File: config.mk
export PLATFORM = sky130hd
export DESIGN_NAME = bmp_stream_reader_flat
export DESIGN_NICKNAME = d
export VERILOG_FILES = /design/src/rtl/bmp_stream_reader_pkg.sv /design/src/rtl/bmp_stream_reader_if.sv /design/src/rtl/bmp_stream_reader_byte_skid_fifo.sv /design/src/rtl/bmp_stream_reader.sv /design/src/flat_wrapper.sv
export SDC_FILE = /design/constraint.sdc
export NUM_CORES = 1
export LEC_CHECK = 0
export ABC_AREA = 1
export BUFFER_PORTS_ARGS = -buffer_cell sky130_fd_sc_hd__buf_4
export CORE_UTILIZATION = 35
export DETAILED_ROUTE_END_ITERATION = 16
export PLACE_DENSITY = 0.55
export SYNTH_ARGS = -nofsm -noshare
export SYNTH_HDL_FRONTEND = slang
export SYNTH_HIERARCHICAL = 1
export SYNTH_SLANG_ARGS = --single-unit
File: constraint.sdc
create_clock -name clk -period 6.1 [get_ports clk]
set_clock_uncertainty 0.15 [all_clocks]
set_input_delay 1.525 -clock clk [delete_from_list [all_inputs] [get_ports clk]]
set_output_delay 1.525 -clock clk [all_outputs]
set_load 0.005 [all_outputs]
File: src/rtl/bmp_stream_reader_pkg.sv
// ============================================================================
// Module : bmp_stream_pkg
// Brief  : Shared constants and FSM encoding for the BMP stream reader.
// Rev    : 1.0  initial release
// ============================================================================
`default_nettype none

package bmp_stream_pkg;

   localparam logic [7:0] BMP_MAGIC0 = 8'h42;
   localparam logic [7:0] BMP_MAGIC1 = 8'h4D;

   localparam int FSIZE_LSB_IDX = 2;
   localparam int FSIZE_MSB_IDX = 5;

   typedef enum logic [1:0] {
      IDLE  = 2'd0,
      READ  = 2'd1,
      DRAIN = 2'd2,
      DONE  = 2'd3
   } state_t;

endpackage

`default_nettype wire

File: src/rtl/bmp_stream_reader_if.sv
// ============================================================================
// Module : bmp_stream_reader_if
// Brief  : Memory read port and valid/ready byte stream of the BMP reader.
// Rev    : 1.0  initial release
// ============================================================================
`default_nettype none

interface bmp_stream_reader_if #(
   parameter int ADDR_W = 16
) ();

   logic              mem_rd_en;
   logic [ADDR_W-1:0] mem_addr;
   logic [7:0]        mem_rd_data;
   logic              out_ready;
   logic [7:0]        point_data_out;
   logic              data_valid;
   logic              image_process_start;

   modport master (
      output mem_rd_en,
      output mem_addr,
      input  mem_rd_data,
      input  out_ready,
      output point_data_out,
      output data_valid,
      output image_process_start
   );

   modport slave (
      input  mem_rd_en,
      input  mem_addr,
      output mem_rd_data,
      output out_ready,
      input  point_data_out,
      input  data_valid,
      input  image_process_start
   );

endinterface

`default_nettype wire

File: src/rtl/bmp_stream_reader_byte_skid_fifo.sv
// ============================================================================
// Module : byte_skid_fifo
// Brief  : 2-deep, 9-bit ({flag,byte}) FIFO decoupling memory reads from the
//          stream handshake. Simultaneous write and read are allowed.
// Rev    : 1.0  initial release
// ============================================================================
`default_nettype none

module byte_skid_fifo (
   input  wire logic       clk,
   input  wire logic       rst_n,
   input  wire logic       wr_en,
   input  wire logic [8:0] wr_data,
   input  wire logic       rd_en,
   output logic [8:0]      rd_data,
   output logic [1:0]      count,
   output logic            empty
);

   logic [8:0] mem_q [2];
   logic [8:0] mem_d [2];
   logic       wr_ptr_q, wr_ptr_d;
   logic       rd_ptr_q, rd_ptr_d;
   logic [1:0] count_q, count_d;

   always_comb begin
      mem_d    = mem_q;
      wr_ptr_d = wr_ptr_q;
      rd_ptr_d = rd_ptr_q;
      count_d  = count_q;
      if (wr_en) begin
         mem_d[wr_ptr_q] = wr_data;
         wr_ptr_d        = ~wr_ptr_q;
      end
      if (rd_en) begin
         rd_ptr_d = ~rd_ptr_q;
      end
      count_d = count_q + {1'b0, wr_en} - {1'b0, rd_en};
   end

   always_ff @(posedge clk or negedge rst_n) begin
      if (!rst_n) begin
         mem_q    <= '{default: '0};
         wr_ptr_q <= 1'b0;
         rd_ptr_q <= 1'b0;
         count_q  <= 2'd0;
      end else begin
         mem_q    <= mem_d;
         wr_ptr_q <= wr_ptr_d;
         rd_ptr_q <= rd_ptr_d;
         count_q  <= count_d;
      end
   end

   assign rd_data = mem_q[rd_ptr_q];
   assign count   = count_q;
   assign empty   = (count_q == 2'd0);

endmodule

`default_nettype wire

File: src/rtl/bmp_stream_reader.sv
// ============================================================================
// Module : bmp_stream_reader
// Brief  : Reads a BMP file image from byte memory and streams it out,
//          flagging pixel bytes and checking magic/file size on the fly.
// Rev    : 1.0  initial release
// ============================================================================
`default_nettype none

module bmp_stream_reader
   import bmp_stream_pkg::*;
#(
   parameter int ADDR_W       = 16,
   parameter int HEADER_BYTES = 54,
   parameter int MAX_BYTES    = 65535
) (
   input  wire logic           clk,
   input  wire logic           rst_n,
   input  wire logic           start,
   output logic                busy,
   output logic                frame_done,
   output logic                hdr_err,
   bmp_stream_reader_if.master bus
);

   // One spare bit so the read address can step past the last byte.
   localparam int            CW       = ADDR_W + 1;
   localparam logic [CW-1:0] LAST_MAX = CW'(MAX_BYTES - 1);
   localparam logic [CW-1:0] HDR_IDX  = CW'(HEADER_BYTES);

   state_t        state_q, state_d;
   logic [CW-1:0] rd_addr_q, rd_addr_d;
   logic [CW-1:0] last_addr_q, last_addr_d;
   logic [CW-1:0] out_idx_q, out_idx_d;
   logic [CW-1:0] ret_addr_q, ret_addr_d;
   logic          inflight_q, inflight_d;
   logic [23:0]   fsize_lo_q, fsize_lo_d;
   logic          hdr_err_q, hdr_err_d;

   logic [8:0]  fifo_rd_data;
   logic [1:0]  fifo_count;
   logic        fifo_empty;
   logic        pop;
   logic        issue;
   logic [2:0]  occ;
   logic [31:0] fsize_full;

   assign pop = !fifo_empty && bus.out_ready;

   // Counting the byte leaving this cycle keeps the pipe full with no bubbles.
   assign occ   = {1'b0, fifo_count} + {2'b00, inflight_q} - {2'b00, pop};
   assign issue = (state_q == READ) && (occ < 3'd2) && (rd_addr_q <= last_addr_q);

   assign fsize_full = {bus.mem_rd_data, fsize_lo_q};

   always_comb begin
      state_d     = state_q;
      rd_addr_d   = rd_addr_q;
      last_addr_d = last_addr_q;
      out_idx_d   = out_idx_q;
      ret_addr_d  = ret_addr_q;
      inflight_d  = issue;
      fsize_lo_d  = fsize_lo_q;
      hdr_err_d   = hdr_err_q;

      if (issue) begin
         rd_addr_d  = rd_addr_q + CW'(1);
         ret_addr_d = rd_addr_q;
      end
      if (pop) begin
         out_idx_d = out_idx_q + CW'(1);
      end

      if (inflight_q) begin
         if (ret_addr_q == CW'(0) && bus.mem_rd_data != BMP_MAGIC0) hdr_err_d = 1'b1;
         if (ret_addr_q == CW'(1) && bus.mem_rd_data != BMP_MAGIC1) hdr_err_d = 1'b1;
         if (ret_addr_q == CW'(FSIZE_LSB_IDX))     fsize_lo_d[7:0]   = bus.mem_rd_data;
         if (ret_addr_q == CW'(FSIZE_LSB_IDX + 1)) fsize_lo_d[15:8]  = bus.mem_rd_data;
         if (ret_addr_q == CW'(FSIZE_LSB_IDX + 2)) fsize_lo_d[23:16] = bus.mem_rd_data;
         if (ret_addr_q == CW'(FSIZE_MSB_IDX)) begin
            if (fsize_full < 32'(HEADER_BYTES + 1) || fsize_full > 32'(MAX_BYTES)) begin
               hdr_err_d   = 1'b1;
               last_addr_d = LAST_MAX;
            end else begin
               last_addr_d = CW'(fsize_full - 32'd1);
            end
         end
      end

      case (state_q)
         IDLE: begin
            if (start) begin
               state_d     = READ;
               rd_addr_d   = '0;
               out_idx_d   = '0;
               hdr_err_d   = 1'b0;
               last_addr_d = LAST_MAX;
            end
         end
         READ: begin
            if (issue && rd_addr_q == last_addr_q) state_d = DRAIN;
         end
         DRAIN: begin
            if (pop && out_idx_q == last_addr_q) state_d = DONE;
         end
         DONE: begin
            state_d = IDLE;
         end
         default: begin
            state_d = IDLE;
         end
      endcase
   end

   always_ff @(posedge clk or negedge rst_n) begin
      if (!rst_n) begin
         state_q     <= IDLE;
         rd_addr_q   <= '0;
         last_addr_q <= '0;
         out_idx_q   <= '0;
         ret_addr_q  <= '0;
         inflight_q  <= 1'b0;
         fsize_lo_q  <= '0;
         hdr_err_q   <= 1'b0;
      end else begin
         state_q     <= state_d;
         rd_addr_q   <= rd_addr_d;
         last_addr_q <= last_addr_d;
         out_idx_q   <= out_idx_d;
         ret_addr_q  <= ret_addr_d;
         inflight_q  <= inflight_d;
         fsize_lo_q  <= fsize_lo_d;
         hdr_err_q   <= hdr_err_d;
      end
   end

   // Bytes return in address order, so the return address is the out index.
   byte_skid_fifo u_fifo (
      .clk     (clk),
      .rst_n   (rst_n),
      .wr_en   (inflight_q),
      .wr_data ({(ret_addr_q >= HDR_IDX), bus.mem_rd_data}),
      .rd_en   (pop),
      .rd_data (fifo_rd_data),
      .count   (fifo_count),
      .empty   (fifo_empty)
   );

   assign bus.mem_rd_en           = issue;
   assign bus.mem_addr            = rd_addr_q[ADDR_W-1:0];
   assign bus.point_data_out      = fifo_rd_data[7:0];
   assign bus.image_process_start = fifo_rd_data[8];
   assign bus.data_valid          = !fifo_empty;

   assign busy       = (state_q != IDLE);
   assign frame_done = (state_q == DONE);
   assign hdr_err    = hdr_err_q;

endmodule

`default_nettype wire

File: src/flat_wrapper.sv
// flat-port wrapper written by rule: the top's interface ports become plain ports
module bmp_stream_reader_flat import bmp_stream_pkg::*;
#(
   parameter int ADDR_W       = 16,
   parameter int HEADER_BYTES = 54,
   parameter int MAX_BYTES    = 65535
)
  (clk, rst_n, start, busy, frame_done, hdr_err, bus_mem_rd_en, bus_mem_addr, bus_mem_rd_data, bus_out_ready, bus_point_data_out, bus_data_valid, bus_image_process_start);
  bmp_stream_reader_if #(.ADDR_W(ADDR_W)) bus_i ();
  input  wire logic clk;
  input  wire logic rst_n;
  input  wire logic start;
  output logic busy;
  output logic frame_done;
  output logic hdr_err;
  output wire logic [$bits(bus_i.mem_rd_en)-1:0] bus_mem_rd_en;
  output wire logic [$bits(bus_i.mem_addr)-1:0] bus_mem_addr;
  input wire logic [$bits(bus_i.mem_rd_data)-1:0] bus_mem_rd_data;
  input wire logic [$bits(bus_i.out_ready)-1:0] bus_out_ready;
  output wire logic [$bits(bus_i.point_data_out)-1:0] bus_point_data_out;
  output wire logic [$bits(bus_i.data_valid)-1:0] bus_data_valid;
  output wire logic [$bits(bus_i.image_process_start)-1:0] bus_image_process_start;
  assign bus_mem_rd_en = bus_i.mem_rd_en;
  assign bus_mem_addr = bus_i.mem_addr;
  assign bus_i.mem_rd_data = bus_mem_rd_data;
  assign bus_i.out_ready = bus_out_ready;
  assign bus_point_data_out = bus_i.point_data_out;
  assign bus_data_valid = bus_i.data_valid;
  assign bus_image_process_start = bus_i.image_process_start;
  bmp_stream_reader #(.ADDR_W(ADDR_W), .HEADER_BYTES(HEADER_BYTES), .MAX_BYTES(MAX_BYTES)) u_core (.clk(clk), .rst_n(rst_n), .start(start), .busy(busy), .frame_done(frame_done), .hdr_err(hdr_err), .bus(bus_i));
endmodule
* Yosys cells after proc, flatten, opt, wreduce, memory -nomap -nowiden
Cells that the tools add are included.
** Word-level totals
- Register bits after elaboration :: 118
- Input port bits :: 12
** Operators by class
- $add $sub $neg :: 7
- $lt $le $gt $ge :: 8
- Eq/ne operators :: 15
- Multiplexer cells :: 28
- Bitwise logic cells :: 4
- Reductions and logical operators :: 18
** Operators with widths (count)
- two-way mux 17 bit :: 11
- two-way mux 9 bit :: 4
- adder 17 x 1 -> 17 bit, second input constant :: 2
- equality test 17 bit :: 2
- equality test 17 x 2 -> 1 bit, second input constant :: 2
- equality test 17 x 3 -> 1 bit, second input constant :: 2
- > comparator 32 x 16 -> 1 bit, second input constant :: 1
- < comparator 32 x 6 -> 1 bit, second input constant :: 1
- bitwise mux 18 bit :: 1
- equality test 17 x 1 -> 1 bit, second input constant :: 1
- >= comparator 17 x 6 -> 1 bit, second input constant :: 1
- less-or-equal comparator 17 bit :: 1
- zero test 17 bit :: 1
- subtractor 17 x 1 -> 17 bit, second input constant :: 1
- != test 8 x 7 -> 1 bit, second input constant :: 2
- demux 9 bit (select 1 bit) :: 1
- logical AND 1 bit :: 8
- one-hot mux 2 bit (4 select lines) :: 1
- two-way mux 1 bit :: 7
- two-way mux 2 bit :: 3
- AND reduction 2 bit :: 3
- equality test 2 bit, second input constant :: 2
- >= comparator 2 bit, second input constant :: 2
- zero test 2 bit :: 2
- 15 further kinds :: 18

* Depth between registers and ports, before layout
- Word-level depth :: 10
- Gate-level depth with buffers :: 16
- Gate-level depth less buffers :: 15

* Hierarchy
Netlist, hierarchy kept.
** Modules (own cells, without submodules)
- bmp_stream_reader :: times used 1, cells an instance 775, area an instance 5923.2 sq um
- byte_skid_fifo :: times used 1, cells an instance 117, area an instance 1059.8 sq um

* Worst setup path before layout
No wires, ideal clock.
- Path type :: input to output
- Start :: input bus_out_ready
- End :: output bus_mem_rd_en
- Data arrival time :: 3.466 ns
- Slack :: 0.959 ns
- Cell stages on the path :: 13
- Path through :: inv_1 > nor2_4 > ha_1 > nor2_1 > fa_1 > inv_1 > nand2_1 > nor2_1 > nand3_1 > nor2_2 > nand3_4 > nand2_4 > buf_2
** On the way
- Word-level cells in the longest chain between the ends :: 5
** RTL lines
- start, declared :: line flat_wrapper.sv:19 : input wire logic [$bits(bus_i.out_ready)-1:0] bus_out_ready;
- logical AND 1 bit :: line bmp_stream_reader.sv:47 : assign pop = !fifo_empty && bus.out_ready;
- named net u_core.pop :: line bmp_stream_reader.sv:42 : logic pop;
- subtractor 3 x 1 -> 3 bit :: line bmp_stream_reader.sv:50 : assign occ = {1'b0, fifo_count} + {2'b00, inflight_q} - {2'b00, pop};
- < comparator 3 x 2 -> 1 bit :: line bmp_stream_reader.sv:51 : assign issue = (state_q == READ) && (occ < 3'd2) && (rd_addr_q <= last_addr_q);
- logical AND 1 bit (2 in a row) :: line bmp_stream_reader.sv:51
- end, declared :: line flat_wrapper.sv:16 : output wire logic [$bits(bus_i.mem_rd_en)-1:0] bus_mem_rd_en;
The timed path passes the listed nets, and every way through them passes these cells.

* Final worst setup path
Ends and elaborated chain as after synthesis.

==> out/results.txt <==
fin nets - 963
CP endpoint kind - output port
vias in the first global route - 5358
Worst-Skew Late Latency - 420 ps
drt drc - 0
largest net degree at the start of global routing - 54
buffer type at the clock tree root - clkbuf_16
CTS Buffer Depth - 2
routability cong. - 0.841
largest area contributor in the netlist - dfrtp_1
delay-heaviest family, CP - simple AND/OR/NAND/NOR gates
worst hold path endpoint - u_core/u_fifo/mem_q[17]$_DFFE_PN0P_
Rows - 51
worst reg2reg path startpoint - u_core/u_fifo/count[1]$_DFF_PN0_
R2R Setup Slk - 2500 ps
DIE WIDTH - 143 um
Starting Density - 0.358
RSZ-0062 raised after global routing - no
Wirelength per Cell - 13.9 um
Slew Limit Fails - 0
worst slew pin tran - 936 ps
register area share after synthesis - 0.423
Die Y - 143 um
TritonCTS clock tree - built
CP Max Fanout - 10
PortBufs - 41
DR vias - 5646
Synth Area per Inst - 7.83 um^2
synth warn - 6
Via density - 4.71
share of the synthesized area in the top cell type - 0.423
most frequent cell after synthesis - nand2_1
top cells by area, synth - dfrtp_1, nand2_1, inv_1
synth unique cells - 43
Die Area - 20500 um^2
initial antenna violation count - 0
First-pass DRT Iterations - 5
PD cells - 400 nW/um^2
Post-CTS Setup Bufs - 0
Leakage - 3.96 nW
Core Area - 19500 um^2
max cap viols - 0
RR Endpoint - u_core/ret_addr_q[5]$_DFFE_PN0P_
Slowest-stage cell, CP - fa_1
Buf/Inv on CP - 4
Worst EP required - 4430 ps
Critical Path Max Stage Delay - 420 ps
Post-Syn Nets - 934
reg2reg path depth - 16
final hold slack - 329 ps
final setup fails - 0
gr ovfl total - 0
crit path launch type - primary input
Mapped Cells - 892
Hold Vio Cnt, Final - 0
asr flop ratio synth - 1.00
1st-iter DRT viols - 377
number of antenna-violating nets in the routed design - 0
CTS Buf Count - 17
EDFF count, synth - 0
Final period util - 0.865
GR Util All Layers - 0.177
H-tree levels - 4
Layout area overhead - 14.6%
Hold Path Cell Cnt - 2
critical path type - in2out
crit path DAT - 3600 ps
post-route minimum period - 5280 ps
dpl hpwl - 12000 um
Peak VDD IR - 0.215 mV
I/O Pins - 42
Cell Chain, Critical Path - buf_4 > inv_1 > nor2_4 > ha_1 > nor2_1 > fa_1 > inv_1 > nand2_1 > nor2_1 > nand3_1 > nor2_2 > nand3_4 > nand2_4 > buf_4
layout cell share with drive strength beyond 1 - 0.139
Hold Path Class - reg2reg
clock-pin slew on the worst setup and hold paths - 50 ps
Slew HR - 0.375
status - finished clean
final wirelength - 16600 um
ys flop type - dfrtp_1
first-pass GRT wire length - 27600 um
setup TNS - 0 ps
Post-CTS Hold Fix Bufs - 0
maximum clock rate - 189 MHz
Clock Sinks - 118
Post-CTS Resized - 0
min-delay src - u_core/u_fifo/mem_q[17]$_DFFE_PN0P_
Ant. Diodes - 0
commonest cells in the netlist - nand2_1, inv_1, dfrtp_1
register bit count reported by yosys - 118
Synth Cell Area - 6980 um^2
-- cells by family (layout without fill, tap and decap cells) --
group / count (synthesis) / after routing / synth area share
and+or+nand+nor: 403 / 403 / 0.263
buffers and inverters: 168 / 210 / 0.105
AOI/OAI and AO/OA: 145 / 145 / 0.119
DFF: 118 / 118 / 0.423
adders and majority gates: 30 / 30 / 0.0548
xor gates and xnor gates: 28 / 28 / 0.0351
-- cell type report --
cell class              count  area (um^2)
flip-flops and latches    118         2950
clock buffers              17          425
well taps                 265          332
clock inverters            15          156
inverters                 131          492
repair buffers             47          353
multi-input cells         606         3290
fillers                  2070        11500
-- cells in the final DEF (no fill, tap or decap), types with 4 or more instances in the layout --
| master | Yosys | routed |
|---|---|---|
| nand2_1 | 214 | 214 |
| inv_1 | 129 | 129 |
| dfrtp_1 | 118 | 118 |
| nor2_1 | 72 | 72 |
| o21ai_0 | 71 | 71 |
| nand3_1 | 54 | 54 |
| buf_4 | 19 | 47 |
| a21oi_1 | 37 | 37 |
| ha_1 | 29 | 29 |
| xor2_1 | 23 | 23 |
| clkbuf_16 | 0 | 17 |
| nor3_1 | 17 | 17 |
| o21ai_2 | 16 | 16 |
| nand4_1 | 11 | 11 |
| nor2_4 | 6 | 6 |
| nand2_2 | 6 | 6 |
| clkinvlp_4 | 0 | 5 |
| o21ai_1 | 5 | 5 |
| nor2_2 | 5 | 5 |
| xnor2_1 | 5 | 5 |
| nand2_4 | 4 | 4 |
| o211ai_1 | 4 | 4 |
-- per-stage QoR --
step / utilization / power (W) / instances / worst slack [ps] / area, um^2
detailed placement: 0.380 / 0.00224 / 1167 / 797 / 7420
global placement: 0.380 / 0.00223 / 1167 / 864 / 7420
global route: 0.410 / 0.00345 / 1199 / 676 / 8010
floorplan: - / 0.00192 / 892 / 959 / 6980
finish: 0.410 / 0.00321 / 1199 / 821 / 8010
CTS: 0.410 / 0.00325 / 1199 / 787 / 8010
-- registers in the layout (all words and copies together) (netlist names) --
signal and cells:
u_core/fsize_lo_q 24, u_core/hdr_err 1, u_core/inflight_q 1, u_core/last_addr_q 17
u_core/out_idx_q 17, u_core/rd_addr_q 17, u_core/ret_addr_q 17, u_core/state_q 2
u_core/u_fifo/count 2, u_core/u_fifo/mem_q 18, u_core/u_fifo/rd_ptr_q 1, u_core/u_fifo/wr_ptr_q 1
-- worst max path at each step --
stage	start	to	slack (ps)	cells after the start
floorplan	bus_out_ready	bus_mem_rd_en	960	13
global placement	bus_out_ready	bus_mem_rd_en	860	14
detailed placement	bus_out_ready	bus_mem_rd_en	800	14
CTS	bus_out_ready	bus_mem_rd_en	790	14
global route	bus_out_ready	bus_mem_rd_en	680	14
finish	bus_out_ready	bus_mem_rd_en	820	14
-- routing by layer --
layer / share of wire / vias to the layer above / global-route usage
li1: - / 2909 / -
met1: 0.49 / 2605 / 0.242
met2: 0.45 / 118 / 0.279
met3: 0.042 / 14 / 0.0399
met4: 0.013 / 0 / 0.0515
met5: 0 / - / 0
-- power breakdown --
group	switching (W)	internal (W)
Combinational	0.000636	0.000400
Clock	0.000382	0.000601
Sequential	0.000199	0.000987
Total	0.00122	0.00199
-- worst register-to-register path: stages (launching register included) --
cell and delay [ps]:
dfrtp_1 430, nor2_1 310, nor2_4 70, ha_1 280, nor2_1 140, fa_1 420, inv_1 60, nand2_1 50
nor2_1 230, nand3_1 130, nor2_2 150, nand3_4 160, nand2_4 110, buf_4 410, inv_1 210, nand2_1 90
o21ai_0 80
Power figures use the tool's default switching activity.
